### config.mk
export PLATFORM = sky130hd
export DESIGN_NAME = clean_point_serializer
export DESIGN_NICKNAME = d
export VERILOG_FILES = /design/src/rtl/clean_point_serializer.sv
export SDC_FILE = /design/constraint.sdc
export NUM_CORES = 1
export LEC_CHECK = 0
export BUFFER_PORTS_ARGS = -buffer_cell sky130_fd_sc_hd__buf_2
export CAP_MARGIN = 20
export CORE_ASPECT_RATIO = 0.7
export CORE_MARGIN = 1
export CORE_UTILIZATION = 40
export DETAILED_ROUTE_END_ITERATION = 7
export HOLD_SLACK_MARGIN = 0.06
export PLACE_DENSITY = 0.65
export SKIP_CTS_REPAIR_TIMING = 1
export SYNTH_ARGS = -nofsm -noshare
export SYNTH_HDL_FRONTEND = slang
export SYNTH_SLANG_ARGS = --single-unit
### constraint.sdc
create_clock -name clk -period 10.5 [get_ports clk]
set_input_delay 2.625 -clock clk [delete_from_list [all_inputs] [get_ports clk]]
set_output_delay 2.625 -clock clk [all_outputs]
set_load 0.05 [all_outputs]
### src/rtl/clean_point_serializer.sv
// clean_point_serializer
// Buffers 128-bit clean points arriving on a valid-only stream in a small FIFO
// and replays each one as 32-bit words (most significant word first) on a
// valid/ready link. The upstream stream cannot be stalled, so a full FIFO
// drops the incoming point and records it in a sticky flag and a saturating
// counter.
//
// Optional feature: define SERIALIZER_CHECKSUM_EN to append a fifth word per
// point carrying the XOR of the four data words. In that build out_last marks
// the checksum word instead of data word 3.

module clean_point_serializer #(
    parameter int DEPTH  = 8,
    parameter int DROP_W = 16
) (
    input  logic                     clk,
    input  logic                     reset,
    input  logic                     valid_in,
    input  logic [127:0]             clean_point,
    input  logic                     clear_ovf,
    input  logic                     out_ready,
    output logic                     out_valid,
    output logic [31:0]              out_data,
    output logic                     out_last,
    output logic [$clog2(DEPTH):0]   fifo_count,
    output logic                     overflow,
    output logic [DROP_W-1:0]        drop_count,
    output logic                     busy
);

    localparam int AW = $clog2(DEPTH);
    localparam int CW = AW + 1;
    localparam logic [CW-1:0] FULL_COUNT = CW'(DEPTH);

`ifdef SERIALIZER_CHECKSUM_EN
    typedef enum logic [1:0] {
        IDLE = 2'd0,
        SEND = 2'd1,
        CHK  = 2'd2
    } state_t;
`else
    typedef enum logic [1:0] {
        IDLE = 2'd0,
        SEND = 2'd1
    } state_t;
`endif

    // Point storage; entries need no reset because the pointers define what is valid
    logic [127:0]    mem [DEPTH];
    logic [AW-1:0]   wr_ptr;
    logic [AW-1:0]   rd_ptr;
    logic [CW-1:0]   count;

    // Serializer datapath
    state_t          state;
    state_t          next_state;
    logic [127:0]    hold;
    logic [1:0]      word_idx;

    // Handshake and FIFO control strobes
    logic            fifo_empty;
    logic            fifo_full;
    logic            handshake;
    logic            pop;
    logic            push;
    logic            drop;

`ifdef SERIALIZER_CHECKSUM_EN
    logic [31:0]     checksum;
    assign checksum = hold[127:96] ^ hold[95:64] ^ hold[63:32] ^ hold[31:0];
`endif

    assign fifo_empty = (count == '0);
    assign fifo_full  = (count == FULL_COUNT);
    assign out_valid  = (state != IDLE);
    assign busy       = (state != IDLE);
    assign handshake  = out_valid && out_ready;
    assign fifo_count = count;

    // A pop frees a slot in the same cycle, so a full FIFO still accepts a point then
    assign push = valid_in && (!fifo_full || pop);
    assign drop = valid_in && !push;

    // Next-state logic; also decides when the FIFO head moves into the hold register
    always_comb begin
        next_state = state;
        pop        = 1'b0;
        case (state)
            IDLE: begin
                if (!fifo_empty) begin
                    pop        = 1'b1;
                    next_state = SEND;
                end
            end
            SEND: begin
                if (handshake && (word_idx == 2'd3)) begin
`ifdef SERIALIZER_CHECKSUM_EN
                    next_state = CHK;
`else
                    if (!fifo_empty) begin
                        pop        = 1'b1;
                        next_state = SEND;
                    end else begin
                        next_state = IDLE;
                    end
`endif
                end
            end
`ifdef SERIALIZER_CHECKSUM_EN
            CHK: begin
                if (handshake) begin
                    if (!fifo_empty) begin
                        pop        = 1'b1;
                        next_state = SEND;
                    end else begin
                        next_state = IDLE;
                    end
                end
            end
`endif
            default: begin
                next_state = IDLE;
            end
        endcase
    end

    // Output word selection, driven purely from registered state so it holds during stalls
    always_comb begin
        out_data = '0;
        out_last = 1'b0;
        case (state)
            SEND: begin
                case (word_idx)
                    2'd0:    out_data = hold[127:96];
                    2'd1:    out_data = hold[95:64];
                    2'd2:    out_data = hold[63:32];
                    default: out_data = hold[31:0];
                endcase
`ifndef SERIALIZER_CHECKSUM_EN
                out_last = (word_idx == 2'd3);
`endif
            end
`ifdef SERIALIZER_CHECKSUM_EN
            CHK: begin
                out_data = checksum;
                out_last = 1'b1;
            end
`endif
            default: begin
                out_data = '0;
                out_last = 1'b0;
            end
        endcase
    end

    // FSM state register
    always_ff @(posedge clk or negedge reset) begin
        if (!reset) begin
            state <= IDLE;
        end else begin
            state <= next_state;
        end
    end

    // Hold register and word index: reload on pop, advance on each accepted data word
    always_ff @(posedge clk or negedge reset) begin
        if (!reset) begin
            hold     <= '0;
            word_idx <= '0;
        end else if (pop) begin
            hold     <= mem[rd_ptr];
            word_idx <= '0;
        end else if (handshake && (state == SEND)) begin
            word_idx <= word_idx + 2'd1;
        end
    end

    // FIFO storage write port
    always_ff @(posedge clk) begin
        if (push) begin
            mem[wr_ptr] <= clean_point;
        end
    end

    // FIFO pointers and occupancy; pointers wrap naturally because DEPTH is a power of two
    always_ff @(posedge clk or negedge reset) begin
        if (!reset) begin
            wr_ptr <= '0;
            rd_ptr <= '0;
            count  <= '0;
        end else begin
            if (push) begin
                wr_ptr <= wr_ptr + 1'b1;
            end
            if (pop) begin
                rd_ptr <= rd_ptr + 1'b1;
            end
            case ({push, pop})
                2'b10:   count <= count + 1'b1;
                2'b01:   count <= count - 1'b1;
                default: count <= count;
            endcase
        end
    end

    // Drop bookkeeping; a drop coinciding with a clear counts as the first drop after it
    always_ff @(posedge clk or negedge reset) begin
        if (!reset) begin
            overflow   <= 1'b0;
            drop_count <= '0;
        end else if (clear_ovf) begin
            overflow   <= drop;
            drop_count <= drop ? DROP_W'(1) : '0;
        end else if (drop) begin
            overflow <= 1'b1;
            if (drop_count != {DROP_W{1'b1}}) begin
                drop_count <= drop_count + 1'b1;
            end
        end
    end

endmodule

==> results of run 1 <==
[power groups by stage]
stage | sequential [mW] | combinational, mW | clock [mW]
2_1_floorplan | 6.41 | 3.31 | 0
3_3_place_gp | 6.47 | 4.76 | 0
3_5_place_dp | 6.52 | 4.81 | 0
4_1_cts | 6.42 | 4.83 | 4.19
5_1_grt | 6.49 | 5.05 | 4.36
6_report | 6.42 | 4.74 | 4.10
[kinds of logic (layout without fill, tap and decap cells)]
logic type / Yosys count / in the layout / share of synthesized area [%]
xor+xnor: 8 / 8 / 0.155
flops: 1182 / 1182 / 76.6
fa+ha+maj: 11 / 11 / 0.320
mux: 394 / 394 / 15.8
other cells: 0 / 6 / 0
compound gates: 230 / 230 / 3.15
simple gates: 265 / 265 / 2.72
buf+inv: 139 / 429 / 1.25
[path summary, 6_finish.rpt]
kind / cells past startpoint / from / endpoint
worst max-delay path: 7 / word_idx[0] / out_data[24]
worst min-delay path: 2 / overflow / overflow
worst max register to register: 5 / rd_ptr[0] / hold[95]
worst min register to register: 2 / overflow / overflow
max in group asynchronous: 3 / reset / rd_ptr[1]
min in group asynchronous: 1 / reset / hold[59]
[flip-flops by register name (all words and copies together) (netlist names)]
| register | cells |
|---|---|
| drop_count | 16 |
| fifo_count | 4 |
| hold | 128 |
| mem | 1024 |
| overflow | 1 |
| rd_ptr | 3 |
| state | 1 |
| word_idx | 2 |
| wr_ptr | 3 |
[final cells by class]
| class | count | area, um2 | share of cell area (%) |
|---|---|---|---|
| Timing Repair Buffer | 218 | 1280 | 2.48 |
| Clock inverter | 50 | 612 | 1.18 |
| Inverter | 13 | 48.8 | 0.0942 |
| Sequential cell | 1182 | 34700 | 67.0 |
| Multi-Input combinational cell | 908 | 10100 | 19.5 |
| Tap cell | 1508 | 1890 | 3.64 |
| Clock buffer | 148 | 3160 | 6.09 |
| Antenna cell | 6 | 15.0 | 0.0290 |
[layer usage]
metal | track usage [%] | vias up | part of all wire [%]
li1 | - | 9471 | -
met1 | 26.4 | 11700 | 43
met2 | 28.7 | 700 | 47
met3 | 4.51 | 171 | 7.7
met4 | 4.13 | 28 | 2.0
met5 | 0 | - | 0.15
[stage by stage]
stage          area [um2]  worst slack (ns)
4_1_cts             51800              4.97
6_report            51800              5.00
2_1_floorplan       45300              1.06
3_5_place_dp        48000              4.93
5_1_grt             51800              4.90
3_3_place_gp        48000              4.93
[cells in the final DEF (no fill, tap or decap), types with 8 or more instances in the layout]
| cell | synthesis | layout |
|---|---|---|
| o21ai_0 | 34 | 34 |
| clkinv_1 | 0 | 8 |
| nor2_1 | 142 | 136 |
| buf_4 | 1 | 21 |
| nand2_1 | 45 | 45 |
| a222oi_1 | 32 | 32 |
| clkinv_2 | 0 | 16 |
| mux2i_1 | 130 | 130 |
| buf_12 | 0 | 9 |
| ha_1 | 10 | 9 |
| buf_2 | 30 | 187 |
| inv_1 | 13 | 13 |
| mux4_2 | 256 | 256 |
| clkbuf_8 | 0 | 13 |
| a21oi_1 | 138 | 138 |
| bufinv_16 | 0 | 11 |
| dfrtp_1 | 158 | 155 |
| clkbuf_1 | 78 | 18 |
| edfxtp_1 | 1024 | 1024 |
| and2_1 | 34 | 34 |
| clkbuf_16 | 0 | 116 |
[worst max-delay path: stages (launching register included)]
cell and delay [ns]:
dfrtp_1 0.42, inv_1 0.13, ha_1 0.16, buf_4 0.36, a222oi_1 0.16, o21ai_0 0.49
and2_1 0.21, buf_2 0.27
==> flow_metrics.env, run 1 <==
export IMPL_status="finished, final reports clean"
export IMPL_critical_path_required_ns=7.88
export IMPL_core_area_mm2=0.111
export IMPL_drtAntennaViolNets=0
export IMPL_worstSetupStartpointType="flip-flop"
export IMPL_fin_cells=4033
export IMPL_arrival_ns=2.87
export IMPL_synth_area_top_cells="edfxtp_1, mux4_2, dfrtp_1, mux2i_1, a21oi_1"
export IMPL_setup_viol=0
export IMPL_synth_seq_cells=1182
export IMPL_drt_first_pass_iters=8
export IMPL_p_comb_share_pct=31.1
export IMPL_clk_pin_slew_ns=0.06
export IMPL_syn_nets=2373
export IMPL_htree_levels=3
export IMPL_port_buffers=188
export IMPL_slew_headroom_pct=16.6
export IMPL_final_hold_viol_count=0
export IMPL_slew_viol_final=0
export IMPL_p_per_area_mw_per_mm2=295
export IMPL_finalClockSkew_ns=0.0389
export IMPL_ir_drop_mv=0.299
export IMPL_power_total_mw=15.3
export IMPL_grt_max_degree=263
export IMPL_place_inst=3829
export IMPL_power_switching_mw=5.12
export IMPL_wire_per_inst_um=26.2
export IMPL_rsz0062_at_grt="no"
export IMPL_nets=2573
export IMPL_cts_tree="yes"
export IMPL_syn_inst=2229
export IMPL_r2r_slack_ns=6.10
export IMPL_syn_to_final_growth_pct=14.4
export IMPL_hold_ws_ns=0.525
export IMPL_p_clk_share_pct=26.9
export IMPL_clockRootBuffer="clkbuf_16"
export IMPL_numCtsBuffers=106
export IMPL_yosys_area_top_type="edfxtp_1"
export IMPL_p_int_mw=10.1
export IMPL_seq_power_share_pct=42.0
export IMPL_tightest_slew_ns=1.25
export IMPL_ios=189
export IMPL_grt_pass1_wl_um=155000
export IMPL_synth_top_cell_area_share_pct=67.9
export IMPL_hold_class="flip-flop to flip-flop"
export IMPL_grt_pass1_vias=22400
export IMPL_yosysSeqAreaShare_pct=76.6
export IMPL_clk_latency_ns=0.71
export IMPL_power_leakage_nw=17.2
export IMPL_grt_usage_pct=18.5
export IMPL_fp_dieW_um=404
export IMPL_synth_edf_count=1024
export IMPL_dp_hpwl_um=62300
export IMPL_avgSynthCellArea_um2=20.3
export IMPL_wl_um=105000
export IMPL_final_core_util_pct=46.5
export IMPL_fin_crit_sh_pct=52.4
export IMPL_gp_congestion=0.837
export IMPL_vias=22100
export IMPL_ys_flop_type="edfxtp_1"
export IMPL_via_per_inst=5.47
export IMPL_sw_frac_of_total_pct=33.6
export IMPL_synth_commonest_cells="edfxtp_1, mux4_2, dfrtp_1"
export IMPL_cap_violations=0
export IMPL_synthArstFlopShare_pct=13.4
export IMPL_fin_tns_setup_ns=0
export IMPL_gr_total_overflow=0
export IMPL_worst_path_max_fanout=32
export IMPL_drc=0
export IMPL_die_area_mm2=0.115
export IMPL_crit_path_end_kind="output port"
export IMPL_netlist_cell_type_count=59
export IMPL_cts_buffer_depth=3
export IMPL_yosysWarningCount=0
export IMPL_die_h_um=284
export IMPL_cts_sinks=1182
export IMPL_nFillCells=9075
export IMPL_antenna_found_initial=35
export IMPL_path_class="flip-flop to output port"
export IMPL_drive_gt1_share_pct=27.0
export IMPL_fmaxAchievable_mhz=182
export IMPL_start_util_pct=40.7
export IMPL_min_period_ns=5.50
export IMPL_drtIter0Drc=2706
export IMPL_synth_most_common_cell="edfxtp_1"
export IMPL_syn_area_mm2=0.0453
export IMPL_rows=102
(Power assumes the default switching activity.)
==> run 2, diff against run 1 <==
--- a/config.mk
+++ b/config.mk
@@ -5,6 +5,7 @@
 export SDC_FILE = /design/constraint.sdc
 export NUM_CORES = 1
 export LEC_CHECK = 0
+export ABC_AREA = 1
 export BUFFER_PORTS_ARGS = -buffer_cell sky130_fd_sc_hd__buf_2
 export CAP_MARGIN = 20
 export CORE_ASPECT_RATIO = 0.7
==> constraint.sdc (replaced) <==
create_clock -name clk -period 4.8 [get_ports clk]
set_input_delay 1.2 -clock clk [delete_from_list [all_inputs] [get_ports clk]]
set_output_delay 1.2 -clock clk [all_outputs]
set_load 0.05 [all_outputs]
==> run 2 against run 1 <==
  * Via count up 37%
  * Combinational power up 150%
  * Global-route usage up 3.4 points
  * Largest cell class unchanged
  * Synthesized cell count up 68%
  * Critical endpoint is now out_data[23]
  * Area after synthesis up 3.4%
  * Die area up 3.3%
  * Power up 130%
  * Sequential share of layout area down 1.6 points
  * Register-to-register slack worse by 4.6 ns
==> flow_metrics.env, run 2 <==
export IMPL_status="finished, final reports clean"
export IMPL_avgSynthCellArea_um2=12.5
export IMPL_rows=104
export IMPL_largest_reg_flops=1024
export IMPL_drtAntennaViolNets=0
export IMPL_dp_hpwl_um=78900
export IMPL_slew_viol_final=0
export IMPL_yosysWarningCount=0
export IMPL_antenna_found_initial=42
export IMPL_syn_nets=3891
export IMPL_fmaxAchievable_mhz=235
export IMPL_grtUsageMet2_pct=30.7
export IMPL_die_h_um=288
export IMPL_gr_total_overflow=0
export IMPL_tightest_slew_ns=1.05
export IMPL_final_cell_mix="edfxtp_1, nor2_1, o21ai_0, nand2_1, o211ai_1"
export IMPL_port_buffers=188
export IMPL_yosys_area_top_type="edfxtp_1"
export IMPL_numCtsBuffers=109
export IMPL_hold_ws_ns=0.483
export IMPL_wl_um=131000
export IMPL_synth_area_top_cells="edfxtp_1, dfrtp_1, nor2_1, o21ai_0, o211ai_1"
export IMPL_reg_top3="mem: 1024 flops, hold: 128 flops, drop_count: 16 flops"
export IMPL_synth_edf_count=1024
export IMPL_htree_levels=3
export IMPL_min_period_ns=4.26
export IMPL_design_area_mm2=0.0531
export IMPL_synth_seq_cells=1182
export IMPL_cts_tree="yes"
export IMPL_start_util_pct=40.5
export IMPL_grtUsageMet3_pct=8.73
export IMPL_slew_headroom_pct=30.0
export IMPL_largest_register="mem"
export IMPL_layout_commonest_cell="edfxtp_1"
export IMPL_drive_gt1_share_pct=11.3
export IMPL_crit_path_end_kind="output port"
export IMPL_gp_congestion=0.863
export IMPL_clockRootBuffer="clkbuf_16"
export IMPL_power_switching_mw=13.6
export IMPL_core_area_mm2=0.116
export IMPL_drtIter0Drc=3560
export IMPL_p_int_mw=21.1
export IMPL_synth_most_common_cell="edfxtp_1"
export IMPL_timing_final_ws_setup_ns=0.537
export IMPL_p_comb_share_pct=34.1
export IMPL_grt_pass1_vias=28200
export IMPL_grt_usage_pct=21.9
export IMPL_worst_path_max_fanout=21
export IMPL_rsz0062_at_grt="no"
export IMPL_fin_tns_setup_ns=0
export IMPL_syn_to_final_growth_pct=13.4
export IMPL_drt_first_pass_iters=5
export IMPL_grt_pass1_wl_um=192000
export IMPL_ir_drop_mv=0.500
export IMPL_vias=30200
export IMPL_seq_power_share_pct=41.0
export IMPL_use_met1_pct=31.9
export IMPL_nets=4008
export IMPL_arrival_ns=3.06
export IMPL_nFillCells=10200
export IMPL_post_place_ws_ns=1.19
export IMPL_clk_latency_ns=0.71
export IMPL_fin_crit_sh_pct=88.8
export IMPL_grt_max_degree=227
export IMPL_power_leakage_nw=18.3
export IMPL_busiest_layer="met1"
export IMPL_die_area_mm2=0.118
export IMPL_path_class="flip-flop to output port"
export IMPL_ys_flop_type="edfxtp_1"
export IMPL_setup_viol=0
export IMPL_p_clk_share_pct=24.9
export IMPL_synth_commonest_cells="edfxtp_1, nor2_1, o21ai_0"
export IMPL_yosysSeqAreaShare_pct=74.1
export IMPL_critical_path_required_ns=3.60
export IMPL_cap_violations=0
export IMPL_via_per_inst=5.48
export IMPL_wire_per_inst_um=23.8
export IMPL_dpl_cell_area_mm2=0.0495
export IMPL_final_hold_viol_count=0
export IMPL_hold_class="flip-flop to flip-flop"
export IMPL_sw_frac_of_total_pct=39.2
export IMPL_finalClockSkew_ns=0.0238
export IMPL_synthArstFlopShare_pct=13.4
export IMPL_ios=189
export IMPL_cts_buffer_depth=3
export IMPL_syn_area_mm2=0.0468
export IMPL_worstSetupStartpointType="flip-flop"
export IMPL_drc=0
export IMPL_fp_dieW_um=411
export IMPL_final_core_util_pct=45.9
export IMPL_cts_sinks=1182
export IMPL_p_per_area_mw_per_mm2=655
export IMPL_synth_top_cell_area_share_pct=65.7
export IMPL_syn_inst=3747
export IMPL_clk_pin_slew_ns=0.06
export IMPL_netlist_cell_type_count=34
run 2: cells by family after synthesis:
kind of cell             after synthesis  synth area share (%)
AND/OR/NAND/NOR                     1374                  11.6
flip-flops                          1182                  74.1
AO/OA/AOI/OAI                        884                  11.0
buffers and inverters                286                  2.84
adder cells (fa/ha/maj)               11                 0.310
XOR/XNOR                              10                 0.187
run 2: cell type report:
| cell class | count | area (um2) | area share, % |
|---|---|---|---|
| Sequential cell | 1182 | 34700 | 65.4 |
| Multi-Input combinational cell | 2279 | 10900 | 20.5 |
| Clock buffer | 144 | 2990 | 5.64 |
| Tap cell | 1537 | 1920 | 3.62 |
| Timing Repair Buffer | 256 | 1860 | 3.50 |
| Clock inverter | 63 | 547 | 1.03 |
| Inverter | 36 | 156 | 0.295 |
| Antenna cell | 10 | 25.0 | 0.0472 |
run 2: metal layers:
metal	share of wire, %	vias to the layer above
li1	-	13800
met1	44	15000
met2	42	1224
met3	12	175
met4	1.5	46
met5	0.21	-
run 2: power groups by stage:
stage / sequential [mW] / combinational, mW / clock, mW
4_1_cts: 14.3 / 11.8 / 8.76
3_3_place_gp: 14.4 / 11.6 / 0
6_report: 14.3 / 11.8 / 8.64
5_1_grt: 14.4 / 13.0 / 9.13
2_1_floorplan: 14.0 / 8.01 / 0
3_5_place_dp: 14.4 / 11.8 / 0
run 2: through the flow:
stage / instances / total power [mW]
after global placement: 5290 / 26.0
final: 5507 / 34.7
after global routing: 5499 / 36.5
after CTS: 5497 / 34.8
after detailed placement: 5290 / 26.2
after floorplan: 3747 / 22.0
run 2: worst paths after layout:
check | cells past startpoint | startpoint | endpoint | slack, ns
setup / recovery | 4 | state[0] | out_data[23] | 0.54
hold reg to reg | 2 | hold[121] | hold[121] | 0.48
hold / removal | 2 | hold[121] | hold[121] | 0.48
max in group asynchronous | 2 | reset | hold[122] | 3.35
min in group asynchronous | 1 | reset | fifo_count[0] | 0.55
setup reg to reg | 8 | state[0] | word_idx[1] | 1.46
run 2: critical path, cell delays in order (launching register included):
cell and delay (ns):
dfrtp_1 0.88, buf_4 0.37, o21ai_0 0.13, a31oi_1 0.58
buf_2 0.39
